### config.mk
export PLATFORM = sky130hd
export DESIGN_NAME = hazard_scoreboard_flat
export DESIGN_NICKNAME = d
export VERILOG_FILES = /design/src/rtl/hazard_pkg.sv /design/src/rtl/hazard_scoreboard_if.sv /design/src/rtl/hazard_tag_pipe.sv /design/src/rtl/hazard_scoreboard.sv /design/src/flat_wrapper.sv
export SDC_FILE = /design/constraint.sdc
export NUM_CORES = 1
export LEC_CHECK = 0
export ABC_AREA = 1
export BUFFER_PORTS_ARGS = -buffer_cell sky130_fd_sc_hd__buf_2
export CORE_AREA = 8 8 112 63
export DETAILED_ROUTE_END_ITERATION = 16
export DIE_AREA = 0 0 120 71
export GPL_TIMING_DRIVEN = 0
export HOLD_SLACK_MARGIN = 0.15
export PLACE_DENSITY = 0.6
export RECOVER_POWER = 100
export SETUP_SLACK_MARGIN = 0.5
export SLEW_MARGIN = 0
export SYNTH_ARGS = -nofsm -noshare
export SYNTH_HDL_FRONTEND = slang
export SYNTH_SLANG_ARGS = --single-unit
### constraint.sdc
create_clock -name clk -period 3 [get_ports clk]
set_input_delay 0.6 -clock clk [delete_from_list [all_inputs] [get_ports clk]]
set_output_delay 0.6 -clock clk [all_outputs]
set_load 0.005 [all_outputs]
### src/rtl/hazard_pkg.sv
// Shared types and helpers for the hazard / forwarding unit.
// Slot fields are sized for the largest supported configuration so that one
// packed struct serves every parameterisation (NREG <= 256, DEPTH <= 15).
package hazard_pkg;

  localparam int REG_W_MAX = 8;
  localparam int SEL_W_MAX = 4;
  localparam int DEPTH_MAX = (1 << SEL_W_MAX) - 1;

  // Forward-select value meaning "take the operand from the register file".
  localparam int FWD_RF   = 0;
  // Typical producer ready slots: ALU results leave E, loads leave M.
  localparam int RDY_ALU  = 2;
  localparam int RDY_LOAD = 3;

  // One in-flight writer: valid, destination register, first forwardable slot.
  typedef struct packed {
    logic                 v;
    logic [REG_W_MAX-1:0] wa;
    logic [SEL_W_MAX-1:0] rdy;
  } slot_t;

  // Youngest-writer priority search. hit[k-1] flags a match in slot k.
  // Returns the smallest matching k (1-based), or 0 when nothing matches.
  function automatic logic [SEL_W_MAX-1:0] youngest_match(input logic [DEPTH_MAX-1:0] hit);
    logic [SEL_W_MAX-1:0] idx;
    idx = '0;
    for (int k = DEPTH_MAX - 1; k >= 0; k--) begin
      if (hit[k]) idx = SEL_W_MAX'(k + 1);
    end
    return idx;
  endfunction

endpackage

### src/rtl/hazard_scoreboard_if.sv
// Decode/execute-side handshake between the pipeline and the hazard unit.
interface hazard_scoreboard_if #(
  parameter int NREG  = 16,
  parameter int DEPTH = 3,
  parameter int NSRC  = 2,
  parameter int CW    = 16
);
  localparam int REGW = $clog2(NREG);
  localparam int SELW = $clog2(DEPTH + 1);

  logic                 IssueD;
  logic                 RegWriteD;
  logic [REGW-1:0]      WA3D;
  logic [SELW-1:0]      ReadyD;
  logic [NSRC*REGW-1:0] RAD;
  logic [NSRC-1:0]      RAUseD;
  logic                 BranchTakenE;
  logic                 PCSrcW;

  logic                 StallF;
  logic                 StallD;
  logic                 FlushD;
  logic                 FlushE;
  logic [NSRC*SELW-1:0] ForwardE;
  logic [CW-1:0]        StallCount;

  // Pipeline side: presents the decode instruction and branch events.
  modport master (
    output IssueD, RegWriteD, WA3D, ReadyD, RAD, RAUseD, BranchTakenE, PCSrcW,
    input  StallF, StallD, FlushD, FlushE, ForwardE, StallCount
  );

  // Hazard unit side.
  modport slave (
    input  IssueD, RegWriteD, WA3D, ReadyD, RAD, RAUseD, BranchTakenE, PCSrcW,
    output StallF, StallD, FlushD, FlushE, ForwardE, StallCount
  );
endinterface

### src/rtl/hazard_tag_pipe.sv
// DEPTH-slot shift register of in-flight writer tags. Slot 1 (index 0) is
// loaded from decode, or with a bubble when E is flushed; later slots shift
// unconditionally because downstream stages never stall.
module hazard_tag_pipe
  import hazard_pkg::*;
#(
  parameter int DEPTH = 3
) (
  input  logic                  clk,
  input  logic                  reset,
  input  logic                  flush,
  input  slot_t                 in_slot,
  output slot_t [DEPTH-1:0]     slots
);

  logic [DEPTH-1:0]     v_q;
  logic [REG_W_MAX-1:0] wa_q  [DEPTH];
  logic [SEL_W_MAX-1:0] rdy_q [DEPTH];

  // Valid bits advance one slot per edge; flush turns the new entry into a bubble.
  // NOTE: sequential state uses non-blocking assignments so every slot samples
  // its neighbour's pre-edge value and the shift does not collapse.
  always_ff @(posedge clk or negedge reset) begin
    if (!reset) begin
      v_q <= '0;
    end else begin
      v_q[0] <= in_slot.v & ~flush;
      for (int k = 1; k < DEPTH; k++) v_q[k] <= v_q[k-1];
    end
  end

  // Payload shifts alongside the valid bits.
  // NOTE: the payload is deliberately left out of reset; it is ignored
  // whenever its valid bit is clear, so resetting it would only add fan-out.
  always_ff @(posedge clk) begin
    wa_q[0]  <= in_slot.wa;
    rdy_q[0] <= in_slot.rdy;
    for (int k = 1; k < DEPTH; k++) begin
      wa_q[k]  <= wa_q[k-1];
      rdy_q[k] <= rdy_q[k-1];
    end
  end

  // Reassemble the slots into one flat packed vector.
  always_comb begin
    slots = '0;
    for (int k = 0; k < DEPTH; k++) begin
      slots[k].v   = v_q[k];
      slots[k].wa  = wa_q[k];
      slots[k].rdy = rdy_q[k];
    end
  end

endmodule

### src/rtl/hazard_scoreboard.sv
// Parametrised hazard and forwarding unit. Tracks in-flight register writes
// in a tag pipeline, stalls decode on a not-yet-ready producer, drives the
// flush controls and registers per-operand forward selects for execute.
module hazard_scoreboard
  import hazard_pkg::*;
#(
  parameter int NREG  = 16,
  parameter int DEPTH = 3,
  parameter int NSRC  = 2,
  parameter int CW    = 16
) (
  input logic              clk,
  input logic              reset,
  hazard_scoreboard_if.slave hz
);

  localparam int REGW = $clog2(NREG);
  localparam int SELW = $clog2(DEPTH + 1);

  slot_t [DEPTH-1:0]    slots;
  slot_t                in_slot;
  logic                 load_stall;
  logic                 flush_e;
  logic [NSRC-1:0]      hazard;
  logic [NSRC*SELW-1:0] fwd;
  logic [NSRC*SELW-1:0] forward_q;
  logic [CW-1:0]        stall_count_q;

  // The writeback slot is carried for completeness but never searched: the
  // register file writes on the falling edge, so decode already sees it.
  logic                 unused_w_slot;
  assign unused_w_slot = ^slots[DEPTH-1];

  assign in_slot = '{v:   hz.IssueD & hz.RegWriteD,
                     wa:  REG_W_MAX'(hz.WA3D),
                     rdy: SEL_W_MAX'(hz.ReadyD)};

  hazard_tag_pipe #(.DEPTH(DEPTH)) u_tag_pipe (
    .clk     (clk),
    .reset   (reset),
    .flush   (flush_e),
    .in_slot (in_slot),
    .slots   (slots)
  );

  // Per-operand youngest-writer search: forward when ready, else flag a hazard.
  // NOTE: every variable driven here gets a default before the loop so no
  // path leaves it unassigned and no latch is inferred.
  always_comb begin
    logic [DEPTH_MAX-1:0] hit;
    logic [SEL_W_MAX-1:0] k_match;
    logic [SEL_W_MAX-1:0] m_rdy;
    logic [SEL_W_MAX-1:0] src_slot;
    hazard   = '0;
    fwd      = '0;
    hit      = '0;
    k_match  = '0;
    m_rdy    = '0;
    src_slot = '0;
    for (int s = 0; s < NSRC; s++) begin
      hit = '0;
      for (int k = 0; k < DEPTH - 1; k++) begin
        hit[k] = slots[k].v && (slots[k].wa == REG_W_MAX'(hz.RAD[s*REGW +: REGW]));
      end
      k_match = youngest_match(hit);
      m_rdy   = '0;
      for (int k = 0; k < DEPTH - 1; k++) begin
        if (k_match == SEL_W_MAX'(k + 1)) m_rdy = slots[k].rdy;
      end
      // Value produced by slot k is visible at slot k+1's output next cycle.
      src_slot = k_match + SEL_W_MAX'(1);
      if (hz.RAUseD[s] && (k_match != '0)) begin
        if (src_slot >= m_rdy) fwd[s*SELW +: SELW] = SELW'(src_slot);
        else                   hazard[s] = 1'b1;
      end
    end
  end

  // A taken branch squashes decode anyway, so it overrides the load stall.
  assign load_stall    = (|hazard) & ~hz.BranchTakenE;
  assign flush_e       = load_stall | hz.BranchTakenE;
  assign hz.StallF     = load_stall;
  assign hz.StallD     = load_stall;
  assign hz.FlushE     = flush_e;
  assign hz.FlushD     = hz.BranchTakenE | hz.PCSrcW;
  assign hz.ForwardE   = forward_q;
  assign hz.StallCount = stall_count_q;

  // Forward selects travel with the instruction into E; a bubble carries none.
  always_ff @(posedge clk or negedge reset) begin
    if (!reset)       forward_q <= '0;
    else if (flush_e) forward_q <= {NSRC{SELW'(FWD_RF)}};
    else              forward_q <= fwd;
  end

  // Saturating count of load-use stall cycles.
  always_ff @(posedge clk or negedge reset) begin
    if (!reset) begin
      stall_count_q <= '0;
    end else if (load_stall && (stall_count_q != {CW{1'b1}})) begin
      stall_count_q <= stall_count_q + CW'(1);
    end
  end

endmodule

### src/flat_wrapper.sv
// flat-port wrapper written by rule: the top's interface ports become plain ports
module hazard_scoreboard_flat import hazard_pkg::*;
#(
  parameter int NREG  = 16,
  parameter int DEPTH = 3,
  parameter int NSRC  = 2,
  parameter int CW    = 16
)
  (clk, reset, hz_IssueD, hz_RegWriteD, hz_WA3D, hz_ReadyD, hz_RAD, hz_RAUseD, hz_BranchTakenE, hz_PCSrcW, hz_StallF, hz_StallD, hz_FlushD, hz_FlushE, hz_ForwardE, hz_StallCount);
  hazard_scoreboard_if #(.NREG(NREG), .DEPTH(DEPTH), .NSRC(NSRC), .CW(CW)) hz_i ();
  input logic clk;
  input logic reset;
  input wire logic [$bits(hz_i.IssueD)-1:0] hz_IssueD;
  input wire logic [$bits(hz_i.RegWriteD)-1:0] hz_RegWriteD;
  input wire logic [$bits(hz_i.WA3D)-1:0] hz_WA3D;
  input wire logic [$bits(hz_i.ReadyD)-1:0] hz_ReadyD;
  input wire logic [$bits(hz_i.RAD)-1:0] hz_RAD;
  input wire logic [$bits(hz_i.RAUseD)-1:0] hz_RAUseD;
  input wire logic [$bits(hz_i.BranchTakenE)-1:0] hz_BranchTakenE;
  input wire logic [$bits(hz_i.PCSrcW)-1:0] hz_PCSrcW;
  output wire logic [$bits(hz_i.StallF)-1:0] hz_StallF;
  output wire logic [$bits(hz_i.StallD)-1:0] hz_StallD;
  output wire logic [$bits(hz_i.FlushD)-1:0] hz_FlushD;
  output wire logic [$bits(hz_i.FlushE)-1:0] hz_FlushE;
  output wire logic [$bits(hz_i.ForwardE)-1:0] hz_ForwardE;
  output wire logic [$bits(hz_i.StallCount)-1:0] hz_StallCount;
  assign hz_i.IssueD = hz_IssueD;
  assign hz_i.RegWriteD = hz_RegWriteD;
  assign hz_i.WA3D = hz_WA3D;
  assign hz_i.ReadyD = hz_ReadyD;
  assign hz_i.RAD = hz_RAD;
  assign hz_i.RAUseD = hz_RAUseD;
  assign hz_i.BranchTakenE = hz_BranchTakenE;
  assign hz_i.PCSrcW = hz_PCSrcW;
  assign hz_StallF = hz_i.StallF;
  assign hz_StallD = hz_i.StallD;
  assign hz_FlushD = hz_i.FlushD;
  assign hz_FlushE = hz_i.FlushE;
  assign hz_ForwardE = hz_i.ForwardE;
  assign hz_StallCount = hz_i.StallCount;
  hazard_scoreboard #(.NREG(NREG), .DEPTH(DEPTH), .NSRC(NSRC), .CW(CW)) u_core (.clk(clk), .reset(reset), .hz(hz_i));
endmodule
After elaboration in Yosys (flattened, before gate mapping)

Memories as Yosys holds them, arrays and structs flattened.
Cells that the tools add are included.

Add/sub/neg operators: 3
Magnitude comparators: 2
Equal/unequal tests: 9
Mux-type cells: 17
Bitwise gates (word level): 7
Reductions and logical operators: 10

Operators by type and width:

| cell                                                            | number |
|---|---|
| 8-bit by 4-bit == test with 1-bit output                        | 4 |
| 4-bit 2-to-1 mux                                                | 6 |
| 16-bit by 1-bit adder with 16-bit output, second input constant | 1 |
| 16-bit inequality test, second input constant                   | 1 |
| 2-bit 2-to-1 mux                                                | 7 |
| 4-bit >= comparator                                             | 2 |
| 4-bit nonzero test                                              | 2 |
| 1-bit logical AND                                               | 7 |
| 4-bit by 1-bit adder with 4-bit output, second input constant   | 1 |
| 4-bit by 1-bit == test with 1-bit output, second input constant | 1 |
| 4-bit by 2-bit == test with 1-bit output, second input constant | 1 |
| 1-bit 2-to-1 mux                                                | 4 |
| 2-bit by 1-bit adder with 3-bit output, second input constant   | 1 |
| 1-bit AND                                                       | 3 |
| 2-bit by 1-bit == test with 1-bit output, second input constant | 1 |
| 2-bit == test, second input constant                            | 1 |
| 1-bit inverter                                                  | 2 |
| 1-bit bitwise OR                                                | 2 |
| 2-bit OR reduction                                              | 1 |

Bits in registers: 22
Bits in writable memories: 36
Input port bits: 22
Output and inout port bits: 24
Logic and storage cells: 53
Memories: 2

Memories:

| memory                  | depth | bits a word | rd ports | clocked after Yosys merged registers in | write ports | RTL line              | source |
|---|---|---|---|---|---|---|---|
| u_core.u_tag_pipe.wa_q  | 3     | 8           | 2        | 0                                       | 3           | hazard_tag_pipe.sv:17 | `logic [REG_W_MAX-1:0] wa_q [DEPTH];` |
| u_core.u_tag_pipe.rdy_q | 3     | 4           | 2        | 0                                       | 3           | hazard_tag_pipe.sv:18 | `logic [SEL_W_MAX-1:0] rdy_q [DEPTH];` |

Longest topological paths before layout

Gate-level depths: netlist (run 1).
An unclocked memory read counts as a cell.

Word-level depth: 16
Depth in mapped cells: 19
Gate-level depth less buffers: 18

Cells and area by module

A second synthesis (run 1) with hierarchy kept.

Cell total of the unflattened synthesis: 352
Area total of the unflattened synthesis: 2782.7 um^2

By module, submodules not included:

| module            | times used | cells an instance | area an instance (um^2) | seq. area each (um^2) |
|---|---|---|---|---|
| hazard_scoreboard | 1          | 311               | 1976.9                  | 500.5 |
| hazard_tag_pipe   | 1          | 41                | 805.8                   | 795.8 |

Worst setup path after synthesis (run 1)

No wires, ideal clock.

Path type: input -> output
From: in hz_RAD[3]
To: out hz_StallF
Arrival time: 2.139 ns
Setup slack: 0.261 ns
Stages: 16
Buffers on the path: 1
Path through: inv_1 -> nand2_1 -> nand2_1 -> nor2_1 -> nand3_1 -> inv_1 -> nor2_1 -> a21oi_1 -> a21oi_1 -> ha_1 -> inv_1 -> nand2_1 -> a21oi_1 -> nand3_1 -> a21oi_1 -> buf_4

Word-level cells in the longest chain between the ends: 12
Elaborated cells on any way between the ends: 18

RTL lines:

| what                                     | RTL line                | source |
|---|---|---|
| from (decl)                              | flat_wrapper.sv:17      | `input wire logic [$bits(hz_i.RAD)-1:0] hz_RAD;` |
| 8-bit by 4-bit == test with 1-bit output | hazard_scoreboard.sv:63 | `hit[k] = slots[k].v && (slots[k].wa == REG_W_MAX'(hz.RAD[s*REGW +: REGW]));` |
| 1-bit logical AND                        | hazard_scoreboard.sv:63 |  |
| 2-bit 2-to-1 mux                         | hazard_pkg.sv:29        | `if (hit[k]) idx = SEL_W_MAX'(k + 1);` |
| 4-bit 2-to-1 mux *                       | hazard_pkg.sv:29        |  |
| 4-bit by 1-bit == test with 1-bit output | hazard_scoreboard.sv:68 | `if (k_match == SEL_W_MAX'(k + 1)) m_rdy = slots[k].rdy;` |
| 4-bit 2-to-1 mux (2 in a row)            | hazard_scoreboard.sv:68 |  |
| 4-bit >= comparator                      | hazard_scoreboard.sv:73 | `if (src_slot >= m_rdy) fwd[s*SELW +: SELW] = SELW'(src_slot);` |
| 1-bit 2-to-1 mux                         | hazard_scoreboard.sv:73 |  |
| 1-bit 2-to-1 mux *                       | hazard_scoreboard.sv:72 | `if (hz.RAUseD[s] && (k_match != '0)) begin` |
| 2-bit OR reduction *                     | hazard_scoreboard.sv:80 | `assign load_stall = (\|hazard) & ~hz.BranchTakenE;` |
| 1-bit AND *                              | hazard_scoreboard.sv:80 |  |
| to (decl)                                | flat_wrapper.sv:21      | `output wire logic [$bits(hz_i.StallF)-1:0] hz_StallF;` |

Mark *: on every way between the ends. The rest lies on a longest branch, timed or not.

Worst setup path in the final report (run 1)

From: in hz_RAD[4]
To: out hz_StallF

Word-level cells in the longest chain between the ends: 12
Elaborated cells on any way between the ends: 18

RTL lines:

| what                                     | RTL line |
|---|---|
| 8-bit by 4-bit == test with 1-bit output | hazard_scoreboard.sv:63 |
| 1-bit logical AND                        | hazard_scoreboard.sv:63 |
| 2-bit 2-to-1 mux                         | hazard_pkg.sv:29 |
| 2-bit 2-to-1 mux *                       | hazard_pkg.sv:29 |
| 2-bit by 1-bit == test with 1-bit output | hazard_scoreboard.sv:68 |
| 4-bit 2-to-1 mux (2 in a row)            | hazard_scoreboard.sv:68 |
| 4-bit >= comparator                      | hazard_scoreboard.sv:73 |
| 1-bit 2-to-1 mux                         | hazard_scoreboard.sv:73 |
| 1-bit 2-to-1 mux *                       | hazard_scoreboard.sv:72 |
| 2-bit OR reduction *                     | hazard_scoreboard.sv:80 |
| 1-bit AND *                              | hazard_scoreboard.sv:80 |

Marked as above.

==> flow_results.org, run 1 <==
** Run status
- The run finished, with violations left.
- The checks that failed: negative setup slack.

** Synthesis
- Counting flops with an async set or reset pin after synthesis yields a share of 64.7%.
- Synth Flop Type :: dfrtp_1
- In this run the biggest area consumer among cell types represents 29.1% of the synthesized area.
- dfrtp_1 takes more of the synthesized area than any other cell.
- The share of the Yosys chip area taken by registers is 41.8%.
- By count the netlist is led by nand2_1, inv_1, nor2_1, dfrtp_1, nand4_1.
- Synthesized area per cell :: 7.44 sq um
- Number of nets in the synthesized netlist :: 281
- Total number of yosys warnings :: 0
- In this run the cell area of the synthesized design comes to 1890 sq um.
- Most common cell in the synthesized netlist :: nand2_1
- Count of distinct cell types in the synthesized netlist :: 28
- Most area-consuming cells after synthesis :: dfrtp_1, nand2_1, dfxtp_1, inv_1, nand4_1
- Mapped Cells :: 254
- Counting flops with a built-in enable in the synthesized netlist gives 0.
- Flops & latches, synth :: 34

** STA
- Worst Tran Pin Value :: 0.530 ns
- Final worst clock skew :: 0.00842 ns
- Setup repair after global routing could not meet its margin everywhere.
- The tightest hold path in the finished design has a slack of 0.283 ns.
- The number of max-slew violations in the final report is 0.
- Setup Viol. Count Final :: 1
- The worst path in the final design needs a cycle of 3.03 ns, including I/O delays and setup.
- In the finished design, the share of the clock period the worst path needs comes to 101%.
- The final hold violation count came to 0.
- In the post-route analysis, the smallest setup slack over all paths is -0.0327 ns.
- Slew headroom :: 64.7%
- For this run, the top clock speed supported by timing is 0.330 GHz.

** Detailed routing
- After detailed routing, the number of remaining DRC violations is 0.
- Detailed router's first-iteration violation count :: 149
- Wires add up to 5470 um.
- Vias post-DR :: 1852
- Antenna Nets Post-Route :: 0
- Average detailed-routed wire length per instance :: 13.8 um
- Pre-Repair DR Iteration Count :: 4
- Ratio of routed vias to standard cells :: 4.69

** Clock tree
- After clock tree synthesis, the flow added hold-fix buffers numbering 0.
- Sink Count :: 34
- CTS HTree Levels :: 2
- Worst-skew pair later-pin latency :: 0.28 ns
- TritonCTS built the clock tree.
- Counting the buffers created by CTS gives 5.
- After clock tree synthesis, the clock-pin slew on the worst setup and hold paths is 0.07 ns.
- Number of buffers on the longest clock path :: 2
- The tree is rooted in a clkbuf_8.

** Power
- Leakage power total :: 1.35 nW
- In this run the power spent charging and discharging nets is 0.222 mW.
- Portion of total power attributed to combinational logic :: 10.1%
- Internal power :: 0.694 mW
- For this design the ratio of total power to cell area is 347 nW/um^2.
- Flop pwr share :: 52.1%
- Net switching is 24.2% of the power.
- Clock power frac :: 37.8%
- IR analysis of the VDD net gives a maximum drop of 207 uV.

** GRT
- Antenna violations before repair :: 0
- The via count of the first global-routing pass came to 1737.
- Entering global routing, the biggest net connects 23 pins.
- Global routing consumed, over all layers together, 12.9% of the routing resources.
- First-pass GRT wire length :: 8780 um
- Global route total overflow :: 0

** Floorplan
- The floorplan step defined a die boundary enclosing 8520 sq um.
- Row generation in the floorplan step produced 20 rows.
- Measured along the x axis, the die boundary spans 120 um.
- Die height :: 71 um
- Ports placed on the boundary :: 46
- The initial utilization of the core area, before any placement, comes to 33.6%.
- Core region area :: 5630 sq um

** Worst setup path
- At the worst endpoint, the required time is 2.40 ns.
- Data arrives at the worst endpoint at 2.43 ns.
- Critical path launch point type :: input port
- Category of the most critical setup path :: input port to output port
- Sort of element at the end of the critical path :: output port
- Along the worst path, the maximum fanout reaches 4.

** Cells and area
- For this run, the post-layout net count is 344.
- After routing the design area is 2640 sq um.
- Area grow syn2layout :: 39.6%
- Final antenna diode count :: 0
- Of the cells placed in the final design, the portion with a size suffix greater than 1 is 38.4%.

** Place
- Final HPWL from detailed placement :: 3980 um
- Input and output buffers added on the ports amount to 45.
- Routability-driven placement finished with a final weighted congestion of 0.865.
- Dpl cell area :: 2240 sq um

** Job
- Max-cap violations :: 0

** Hold path
- Type of the tightest min-delay check :: input port to asynchronous set/reset pin
==> cell usage in the layout, fill, tap and decap left out, types with 5 or more instances in the layout <==
| cell type | instances |
|---|---|
| nand2_2 | 13 |
| dfrtp_1 | 22 |
| nand2_1 | 67 |
| nand3_2 | 5 |
| ha_1 | 5 |
| inv_1 | 19 |
| inv_2 | 8 |
| nor2_1 | 18 |
| nor3_1 | 6 |
| buf_4 | 9 |
| nand3_1 | 10 |
| buf_6 | 9 |
| a21oi_2 | 7 |
| nor2_4 | 5 |
| buf_8 | 5 |
| clkbuf_8 | 6 |
| xnor2_1 | 7 |
| nand4_1 | 17 |
| buf_2 | 38 |
| dfxtp_1 | 8 |
| xor2_1 | 9 |
==> cell families (layout without fill, tap and decap cells) <==
kind of cell / after synthesis / count (layout) / synth area share, %
compound gates: 11 / 11 / 3.18
xor+xnor: 16 / 16 / 7.41
fa+ha+maj: 5 / 5 / 3.31
buf+inv: 38 / 102 / 8.80
flops: 34 / 34 / 41.8
simple gates: 150 / 150 / 35.5
==> cell type report <==
type                       count  area [sq um]
buffer                         6          50.0
clock buffer                   8          90.1
fill                         579          2990
inverter                      32           138
multi-input combinational    182          1080
sequential                    34           798
tap                           77          96.3
timing repair buffer          56           388
==> critical path, stage by stage <==
cell and delay, ns:
buf_8 0.11, inv_8 0.04, nand2_2 0.04, nand2_1 0.07, nor2_1 0.04, nand3_1 0.11, inv_2 0.08, buf_4 0.13
buf_4 0.13, a22oi_2 0.16, ha_1 0.26, a21oi_2 0.15, nand3_2 0.12, a21oi_2 0.18, buf_4 0.13, buf_6 0.08
==> registers in the layout (all words and copies together), names as in the netlist <==
name and flops:
u_core.u_tag_pipe.wa_q 8, u_core.hz.ForwardE 4, u_core.hz.StallCount 16, u_core.u_tag_pipe.rdy_q 4, u_core.u_tag_pipe.v_q 2
==> repair_timing <==
action                                  in CTS  in global routing
pin swaps                                   13                 23
cloned                                       1                  0
gates resized for setup                     21                 51
endpoints found under the setup margin      14                 19
setup buffers                                7                  3
==> metal layers <==
| metal | vias up | wire length (um) | track usage (%) |
|---|---|---|---|
| li1 | 936 | - | - |
| met1 | 851 | 2750 | 19.3 |
| met2 | 59 | 2250 | 17.2 |
| met3 | 6 | 410 | 3.65 |
| met4 | 0 | 53 | 3.16 |
| met5 | - | 0 | 0 |
==> final timing paths <==
kind / from / end / slack [ns] / cells past startpoint
max: hz_RAD[4] / hz_StallF / -0.03 / 16
min: reset / u_core.hz.StallCount[15]$_DFFE_PN0P_ / 0.28 / 1
max reg2reg: u_core.u_tag_pipe.wa_q[0][0]$_DFF_P_ / u_core.hz.StallCount[10]$_DFFE_PN0P_ / 0.48 / 20
min reg2reg: u_core.u_tag_pipe.wa_q[0][1]$_DFF_P_ / u_core.u_tag_pipe.wa_q[0][9]$_DFF_P_ / 0.38 / 0
max in group asynchronous: reset / u_core.hz.ForwardE[0]$_DFF_PN0_ / 2.36 / 1
min in group clk: u_core.u_tag_pipe.wa_q[0][1]$_DFF_P_ / u_core.u_tag_pipe.wa_q[0][9]$_DFF_P_ / 0.38 / 0
==> power groups by stage <==
stage / combinational [mW] / clock [mW] / sequential, mW
2_1_floorplan: 0.0350 / 0 / 0.482
3_3_place_gp: 0.0684 / 0 / 0.485
3_5_place_dp: 0.0694 / 0 / 0.485
4_1_cts: 0.0770 / 0.361 / 0.476
5_1_grt: 0.101 / 0.376 / 0.478
6_report: 0.0921 / 0.346 / 0.478
==> stage by stage <==
| stage | setup slack [ns] | utilization [%] | TNS, ns | power (mW) | std cells |
|---|---|---|---|---|---|
| 6_report | -0.0327 | 46.9 | -0.0327 | 0.916 | 395 |
| 5_1_grt | -0.159 | 46.9 | -0.337 | 0.956 | 395 |
| 3_5_place_dp | -0.230 | 39.8 | -0.360 | 0.554 | 376 |
| 3_3_place_gp | -0.206 | 39.8 | -0.288 | 0.553 | 376 |
| 2_1_floorplan | 0.330 | - | 0 | 0.517 | 254 |
| 4_1_cts | -0.0451 | 43.8 | -0.0451 | 0.913 | 392 |
Note: power is estimated with default switching activity, not from simulation.
==> run 2: changes to the inputs <==
- CORE_AREA: 8 8 112 63 -> 8 8 134 74
- DIE_AREA: 0 0 120 71 -> 0 0 142 82
- PLACE_DENSITY: 0.6 -> 0.58
- SYNTH_HIERARCHICAL: not set -> 1
- TNS_END_PERCENT: not set -> 20
==> flow_results.org, run 2 <==
** Run status
- The flow ran to the end, but the final reports show violations.
- Violated checks :: negative setup slack

** Worst setup path
- Largest delay contributor family on the critical path :: simple AND/OR/NAND/NOR gates
- Traced cell by cell, the critical path runs through inv_2 > nand2_4 > nand2_2 > nor2_2 > nand2_1 > nor2_2 > inv_2 > nor2_4 > inv_2 > o22ai_1 > inv_1 > ha_1 > o21ai_1 > nand2_1 > a21oi_2 > nor2_1 > nand2_2 > nand2_4 > nand2_4 > inv_4 > nor2_4 > buf_6 > buf_6.
- The critical path required time is 2.40 ns (about the same).
- STA classifies the critical path startpoint as a flip-flop.
- Worst stage delay on the critical path :: 0.40 ns (+0.14 ns)
- STA classifies the critical path endpoint as an output port.
- The buffer and inverter count on the worst path is 7 (unchanged).
- Maximum fanout count along the critical path :: 4 (unchanged)
- Slowest library cell on the worst path :: dfxtp_4
- Crit path arrival time :: 2.74 ns (+0.31 ns)
- Category of the most critical setup path :: flip-flop to output port

** STA
- Number of pins with negative max-slew slack in the final report :: 0 (unchanged)
- The maximum clock frequency came to 0.299 GHz (-9.2%).
- Setup Viol. Count Final :: 5 (+4)
- Final worst clock skew :: 0.00640 ns (-0.00203 ns)
- Shortest clock period the worst path allows after layout :: 3.34 ns (+0.307 ns)
- The actual slew at the worst max-slew pin was 0.552 ns (+0.0215 ns).
- Final-layout worst hold slack :: 0.281 ns (-0.00167 ns)
- Number of hold violations in the final report :: 0 (unchanged)
- TNS Setup :: -1.33 ns (-1.30 ns)
- Slew headroom :: 63.2% (-1.4 points)
- Setup WS post-layout :: -0.340 ns (-0.307 ns)
- Unrepaired setup endpoints after global routing :: true
- The final critical-path share of the clock period was 111% (+10 points).

** GRT
- The number of antenna violations at the first check in global routing came to 0 (unchanged).
- The overall global routing resource usage is 13.0% (+0.15 points).
- The overflow left after global routing was 0 (unchanged).
- Vias in the first global route :: 2382 (+37%)
- Largest net degree at the start of global routing :: 23 (unchanged)
- First-pass GRT wire length :: 12000 um (+37%)

** Place
- # placed instances :: 508 (+35%)
- The number of buffers inserted by port buffering came to 45 (unchanged).
- Dpl cell area :: 2930 sq um (+31%)
- The post-detailed-placement half-perimeter wirelength was 5100 um (+28%).
- Gpl congestion :: 0.866 (+0.10%)

** Cells and area
- Area of the multi-input gates :: 1470 sq um (+36%)
- The area taken by flip-flops and latches came to 1040 sq um (+31%).
- Fraction of layout cells with a size suffix above 1 :: 43.6% (+5.3 points)
- Fill cell instance count of the final layout :: 769 (+33%)
- The layout net count is 475 (+38%).
- Final antenna diode count :: 0 (unchanged)
- The final instance count without filler cells is 564 (+43%).
- Most common library cell in the layout ignoring fill and taps :: nand2_1
- Finished Core Util :: 46.5% (-0.43 points)
- The library cells used most frequently in the layout, excluding fill and tap cells, are nand2_1, buf_2, buf_4, inv_1, nor2_1.
- Relative to the synthesized area, the layout overhead comes to 51.3%.
- Post-route standard cell area excluding fillers :: 3810 sq um (+44%)

** Floorplan
- The effective utilization at floorplan is 30.7% (-2.9 points).
- The overall die area came to 11600 sq um (+37%).
- Core region area :: 8200 sq um (+46%)
- The vertical extent of the die is 82 um (+15%).
- Standard-cell rows :: 24 (+20%)
- The die boundary width was 142 um (+18%).
- The number of top-level design ports was 46 (unchanged).

** Clock tree
- Clock-pin slew on the worst setup and hold paths :: 0.07 ns (about the same)
- The depth of the CTS H-tree is 2 (unchanged).
- TritonCTS Buffers :: 5 (unchanged)
- The maximum buffer depth of the clock tree is 2 (unchanged).
- The hold buffer count at cts was 0 (unchanged).
- The cell sitting at the root of the clock tree is a clkbuf_16.
- The source-to-sink clock delay at the later pin of the worst-skew pair came to 0.29 ns (about the same).
- Sink Count :: 46 (+35%)
- TritonCTS built the clock tree.

** Synthesis
- Synth Cell Area :: 2520 sq um (+33%)
- Mapped Cells :: 339 (+33%)
- Total number of yosys warnings :: 6 (+6)
- Synthesized area per cell :: 7.43 sq um (-0.23%)

** Detailed routing
- DRC violation count after routing :: 0 (unchanged)
- The via count normalized by instance count is 4.39 (-6.3%).
- Average detailed-routed wire length per instance :: 13.1 um (-5.1%)
- Vias post-DR :: 2477 (+34%)
- The detailed-routing iteration count for the pre-antenna-repair pass came to 4 (unchanged).
- The remaining number of nets flagged by the antenna check after routing is 0 (unchanged).
- The post-detailed-routing wire length came to 7410 um (+36%).
- The DRC violation total after the first TritonRoute iteration is 165 (+11%).

** Job
- The total of max-cap violations came to 0 (unchanged).

** Power
- The peak supply drop came to 292 uV (+41%).
- Leakage power total :: 1.99 nW (+47%)
- The total power per unit cell area is 377 nW/um^2 (+8.6%).

** Hold path
- Type of the tightest min-delay check :: input port to asynchronous set/reset pin
run 2: power breakdown:
part | switching (mW) | internal (mW) | total, mW
combinational | 0.0816 | 0.0697 | 0.151
clock | 0.242 | 0.394 | 0.636
sequential | 0.0137 | 0.634 | 0.648
total | 0.337 | 1.10 | 1.44
run 2: stage by stage:
stage | total power [mW] | worst slack (ns)
after floorplan | 0.712 | 0.0722
after global placement | 0.751 | -0.523
after detailed placement | 0.753 | -0.554
after CTS | 1.43 | -0.324
after global routing | 1.50 | -0.520
final | 1.44 | -0.340
run 2: final cells by class:
| type | instances | area share (%) |
|---|---|---|
| Clock buffer | 6 | 3.38 |
| Tap cell | 117 | 3.84 |
| Inverter | 53 | 5.81 |
| Sequential cell | 46 | 27.4 |
| Timing Repair Buffer | 93 | 18.7 |
| Buffer | 6 | 1.31 |
| Multi-Input combinational cell | 241 | 38.6 |
| Clock inverter | 2 | 0.986 |
run 2: worst register-to-register path: cells and delay by family (launching register included):
family / cells / cell delay [ns]
and+or+nand+nor: 11 / 0.93
DFF: 1 / 0.40
buffers and inverters: 13 / 1.12
adders and majority gates: 1 / 0.28
AOI/OAI and AO/OA: 3 / 0.34
run 2: final timing paths:
check | from | end | slack (ns) | cells past startpoint
hold / removal | reset | u_core/hz.StallCount[12]$_DFFE_PN0P_ | 0.28 | 1
setup / recovery | u_core/u_tag_pipe/wa_q[0][11]$_DFF_P_ | hz_StallF | -0.34 | 23
max in group asynchronous | reset | u_core/hz.StallCount[0]$_DFFE_PN0P_ | 2.36 | 1
hold reg to reg | u_core/u_tag_pipe/rdy_q[0][3]$_DFF_P_ | u_core/u_tag_pipe/rdy_q[0][7]$_DFF_P_ | 0.35 | 0
setup reg to reg | u_core/u_tag_pipe/wa_q[0][11]$_DFF_P_ | u_core/hz.ForwardE[1]$_DFF_PN0_ | -0.22 | 28
min in group clk | u_core/u_tag_pipe/rdy_q[0][3]$_DFF_P_ | u_core/u_tag_pipe/rdy_q[0][7]$_DFF_P_ | 0.35 | 0
run 2: per-layer routing:
metal	vias up	GRT usage, %	part of all wire (%)
met5	-	0	0
met1	1141	18.3	48
met4	0	3.08	0.62
met2	56	19.3	44
met3	7	3.71	7.3
li1	1273	-	-
run 2: timing repair:
item / 4_1_cts / 5_1_grt
cloned: 1 / 0
setup endpoints to repair: 23 / 24
buffers inserted: 42 / 5
gates resized for setup: 52 / 49
pin swaps: 30 / 35
==> run 3: changes to the inputs <==
- CORE_AREA: 8 8 134 74 -> 8 8 110 62
- DIE_AREA: 0 0 142 82 -> 0 0 118 70
- PLACE_DENSITY: 0.58 -> 0.8
==> flow_results.org, run 3 (same netlist as run 2, synthesis figures left out) <==
** Power
- Portion of total power attributed to combinational logic :: 11.3% (+0.8 points)
- Leakage power total :: 1.81 nW (-9.1%)
- Clock power frac :: 36.9% (-7.4 points)
- The total power per unit cell area was 366 nW/um^2 (-2.9%).
- Internal power :: 0.944 mW (-14%)
- Switching Power :: 0.306 mW (-9.3%)
- Net Sw Frac :: 24.5% (+0.99 points)
- The peak supply drop came to 409 uV (+40%).
- The fraction of power consumed by sequential logic is 51.9% (+6.7 points).
- Sum of internal, switching and leakage power :: 1.25 mW (-13%)

** Worst setup path
- The critical path required time is 2.40 ns (about the same).
- Count of cell instances traversed by the critical path :: 20 (-13%)
- Maximum fanout count along the critical path :: 8 (+4)
- Worst R2R Setup Slack :: -0.30 ns (-0.08 ns)
- Largest delay contributor family on the critical path :: simple AND/OR/NAND/NOR gates
- The slowest stage of the critical path is the dfxtp_1 cell.
- The cell that appears most often on the critical path is nand2_2.
- Sort of element at the end of the critical path :: output port
- Traced cell by cell, the critical path runs through nor2_2 > nand2_2 > nor2_2 > nand3_4 > inv_2 > nor2_1 > inv_1 > o22ai_2 > ha_1 > o21ai_1 > nand2_1 > a21oi_1 > nor2_1 > nand2_2 > nand2_4 > nand2_2 > inv_2 > buf_4 > nand2_4 > buf_6.
- Worst stage delay on the critical path :: 0.34 ns (-0.06 ns)
- Critical path launch point type :: flip-flop
- The endpoint identified for the worst register-to-register timing path is u_core/hz.StallCount[11]$_DFFE_PN0P_.
- Number of cell instances on the worst register-to-register path :: 26 (-7.1%)
- In this run the critical register-to-register path is launched from u_core/u_tag_pipe/wa_q[0][10]$_DFF_P_.
- The buffer and inverter count on the worst path is 5 (-2).
- The setup path with the least slack is of type flip-flop to output port.
- Crit path arrival time :: 2.81 ns (+0.07 ns)

** GRT
- The overflow left after global routing came to 0 (unchanged).
- The number of antenna violations at the first check in global routing came to 0 (unchanged).
- Largest net degree at the start of global routing :: 23 (unchanged)
- First-pass GRT wire length :: 12200 um (+1.1%)
- The overall global routing resource usage was 18.2% (+5.1 points).
- Vias in the first global route :: 2515 (+5.6%)

** Cells and area
- Leaving out fill and tap cells, the most frequent cells in the layout are nand2_1, buf_2, inv_1, nand2_2, buf_4.
- The number of fillers in the final layout is 431 (-44%).
- The utilization after layout came to 65.0% (+19 points).
- The final instance count without filler cells is 501 (-11%).
- The fraction of final layout cells sized beyond drive strength 1 came to 40.0% (-3.7 points).
- Leaving out fill and tap cells, the most frequent cell in the layout is nand2_1.
- The area growth from synthesis to layout is 35.7%.
- Layout Nets :: 456 (-4.0%)
- Final antenna diode count :: 0 (unchanged)

** STA
- Setup repair after global routing could not meet its margin everywhere.
- Setup Viol. Count Final :: 19 (+14)
- Number of pins with negative max-slew slack in the final report :: 0 (unchanged)
- The maximum clock frequency came to 0.294 GHz (-1.9%).
- The worst setup margin is -0.406 ns (-0.0662 ns).
- TNS Setup :: -5.87 ns (-4.53 ns)
- Worst Tran Pin Value :: 0.604 ns (+0.0520 ns)
- Number of hold violations in the final report :: 0 (unchanged)
- The final worst clock skew was 0.00477 ns (-0.00162 ns).
- The tightest slew margin relative to the limit came to 59.8% (-3.5 points).
- Final Cycle Share :: 114% (+2.2 points)
- Shortest clock period the worst path allows after layout :: 3.41 ns (+0.0662 ns)

** Detailed routing
- The detailed-routing iteration count for the pre-antenna-repair pass came to 4 (unchanged).
- The average wire length per cell after detail routing came to 15.2 um (+16%).
- Ratio of routed vias to standard cells :: 5.13 (+17%)
- Detailed router's first-iteration violation count :: 265 (+61%)
- The via count came to 2571 (+3.8%).
- The remaining number of nets flagged by the antenna check after routing was 0 (unchanged).
- Routed wire length :: 7630 um (+3.0%)
- DRC violation count after routing :: 0 (unchanged)

** Run status
- Result of the run :: finished, violations left
- The checks that failed: negative setup slack.

** Floorplan
- Die height :: 70 um (-15%)
- The number of rows in the core area is 19 (-21%).
- The die boundary width was 118 um (-17%).
- Ports placed on the boundary :: 46 (unchanged)
- The overall die area came to 8260 sq um (-29%).
- The effective utilization at floorplan was 47.9% (+17 points).
- The area of the core was 5250 sq um (-36%).

** Clock tree
- The hold buffer count at cts was 0 (unchanged).
- Clock-pin slew on the worst setup and hold paths :: 0.08 ns (about the same)
- TritonCTS Buffers :: 5 (unchanged)
- Worst-skew pair later-pin latency :: 0.31 ns (+0.02 ns)
- TritonCTS built the clock tree.
- Sink Count :: 46 (unchanged)
- Number of buffers on the longest clock path :: 2 (unchanged)
- The cell sitting at the root of the clock tree is a clkbuf_8.
- CTS HTree Levels :: 2 (unchanged)

** Hold path
- The min-delay analysis places its worst path in the category input port to asynchronous set/reset pin.

** Place
- The cell count after placement is 464 (-8.7%).
- The final weighted congestion in routability-driven placement was 0.944 (+9.0%).
- The number of buffers inserted by port buffering was 45 (unchanged).
- The post-detailed-placement half-perimeter wirelength came to 4720 um (-7.5%).

** Job
- The total of max-cap violations came to 0 (unchanged).
## run 3: cell types whose count changed in the layout (fill, tap and decap cells not counted), sizes merged
cell / delta
buf: -19
clkbuf: +1
clkinvlp: -1
## run 3: power groups by stage
stage               combinational [mW]  sequential (mW)  clock, mW
floorplan                       0.0570            0.655          0
global placement                0.0915            0.657          0
detailed placement              0.0941            0.658          0
CTS                              0.125            0.645      0.473
global route                     0.154            0.651      0.506
finish                           0.141            0.648      0.461
## run 3: layout make-up
type / count / area, sq um / area share, %
plain buffers: 6 / 50.0 / 1.47
clock buffers: 7 / 76.3 / 2.23
clock inverters: 1 / 30.0 / 0.879
inverters: 53 / 206 / 6.04
multi-input cells: 241 / 1410 / 41.3
flip-flops and latches: 46 / 1040 / 30.6
well taps: 73 / 91.3 / 2.67
repair buffers: 74 / 505 / 14.8
## run 3: timing repair
item | 4_1_cts | 5_1_grt
buffers inserted | 25 | 2
resized for setup | 39 | 29
setup endpoints to repair | 23 | 24
pin swaps | 15 | 24
cloned | 2 | 0
## run 3: per-stage QoR
| stage | hold slack, ns | area, sq um | setup slack (ns) |
|---|---|---|---|
| after CTS | 0.275 | 3310 | -0.333 |
| after global placement | 0.335 | 2880 | -0.557 |
| after floorplan | 0.304 | 2560 | 0.0722 |
| after global routing | 0.280 | 3420 | -0.568 |
| final | 0.270 | 3420 | -0.406 |
| after detailed placement | 0.338 | 2880 | -0.605 |
## run 3: worst max-delay path by stage
stage                                          startpoint        end  slack, ns
finish               u_core/u_tag_pipe/wa_q[0][5]$_DFF_P_  hz_FlushE      -0.41
global route                                    hz_RAD[1]  hz_StallF      -0.57
CTS                 u_core/u_tag_pipe/wa_q[0][12]$_DFF_P_  hz_StallF      -0.33
detailed placement                              hz_RAD[6]  hz_StallF      -0.60
global placement                                hz_RAD[6]  hz_StallF      -0.56
floorplan                                       hz_RAD[1]  hz_StallF       0.07
## run 3: worst register-to-register path, stage by stage (launching register included)
cell     delay (ns)
dfxtp_2        0.36
inv_2          0.05
nand2_2        0.05
nand2_2        0.07
buf_4          0.13
buf_4          0.12
buf_4          0.13
buf_4          0.13
buf_4          0.12
buf_4          0.12
buf_4          0.13
buf_4          0.13
buf_4          0.12
buf_4          0.12
buf_4          0.12
buf_4          0.12
buf_4          0.12
buf_4          0.12
nor2_2         0.07
nand4_1        0.11
a21oi_2        0.18
nand2_2        0.08
nand2_4        0.10
nand3_4        0.12
buf_16         0.17
nand2_2        0.06
nand2_1        0.06
## run 3: metal layers
layer	global-route usage (%)	up-vias	routed length, um
met1	22.6	1173	3310
met4	7.75	0	207
met5	0	-	0
met3	7.54	23	819
li1	-	1237	-
met2	27.2	138	3290
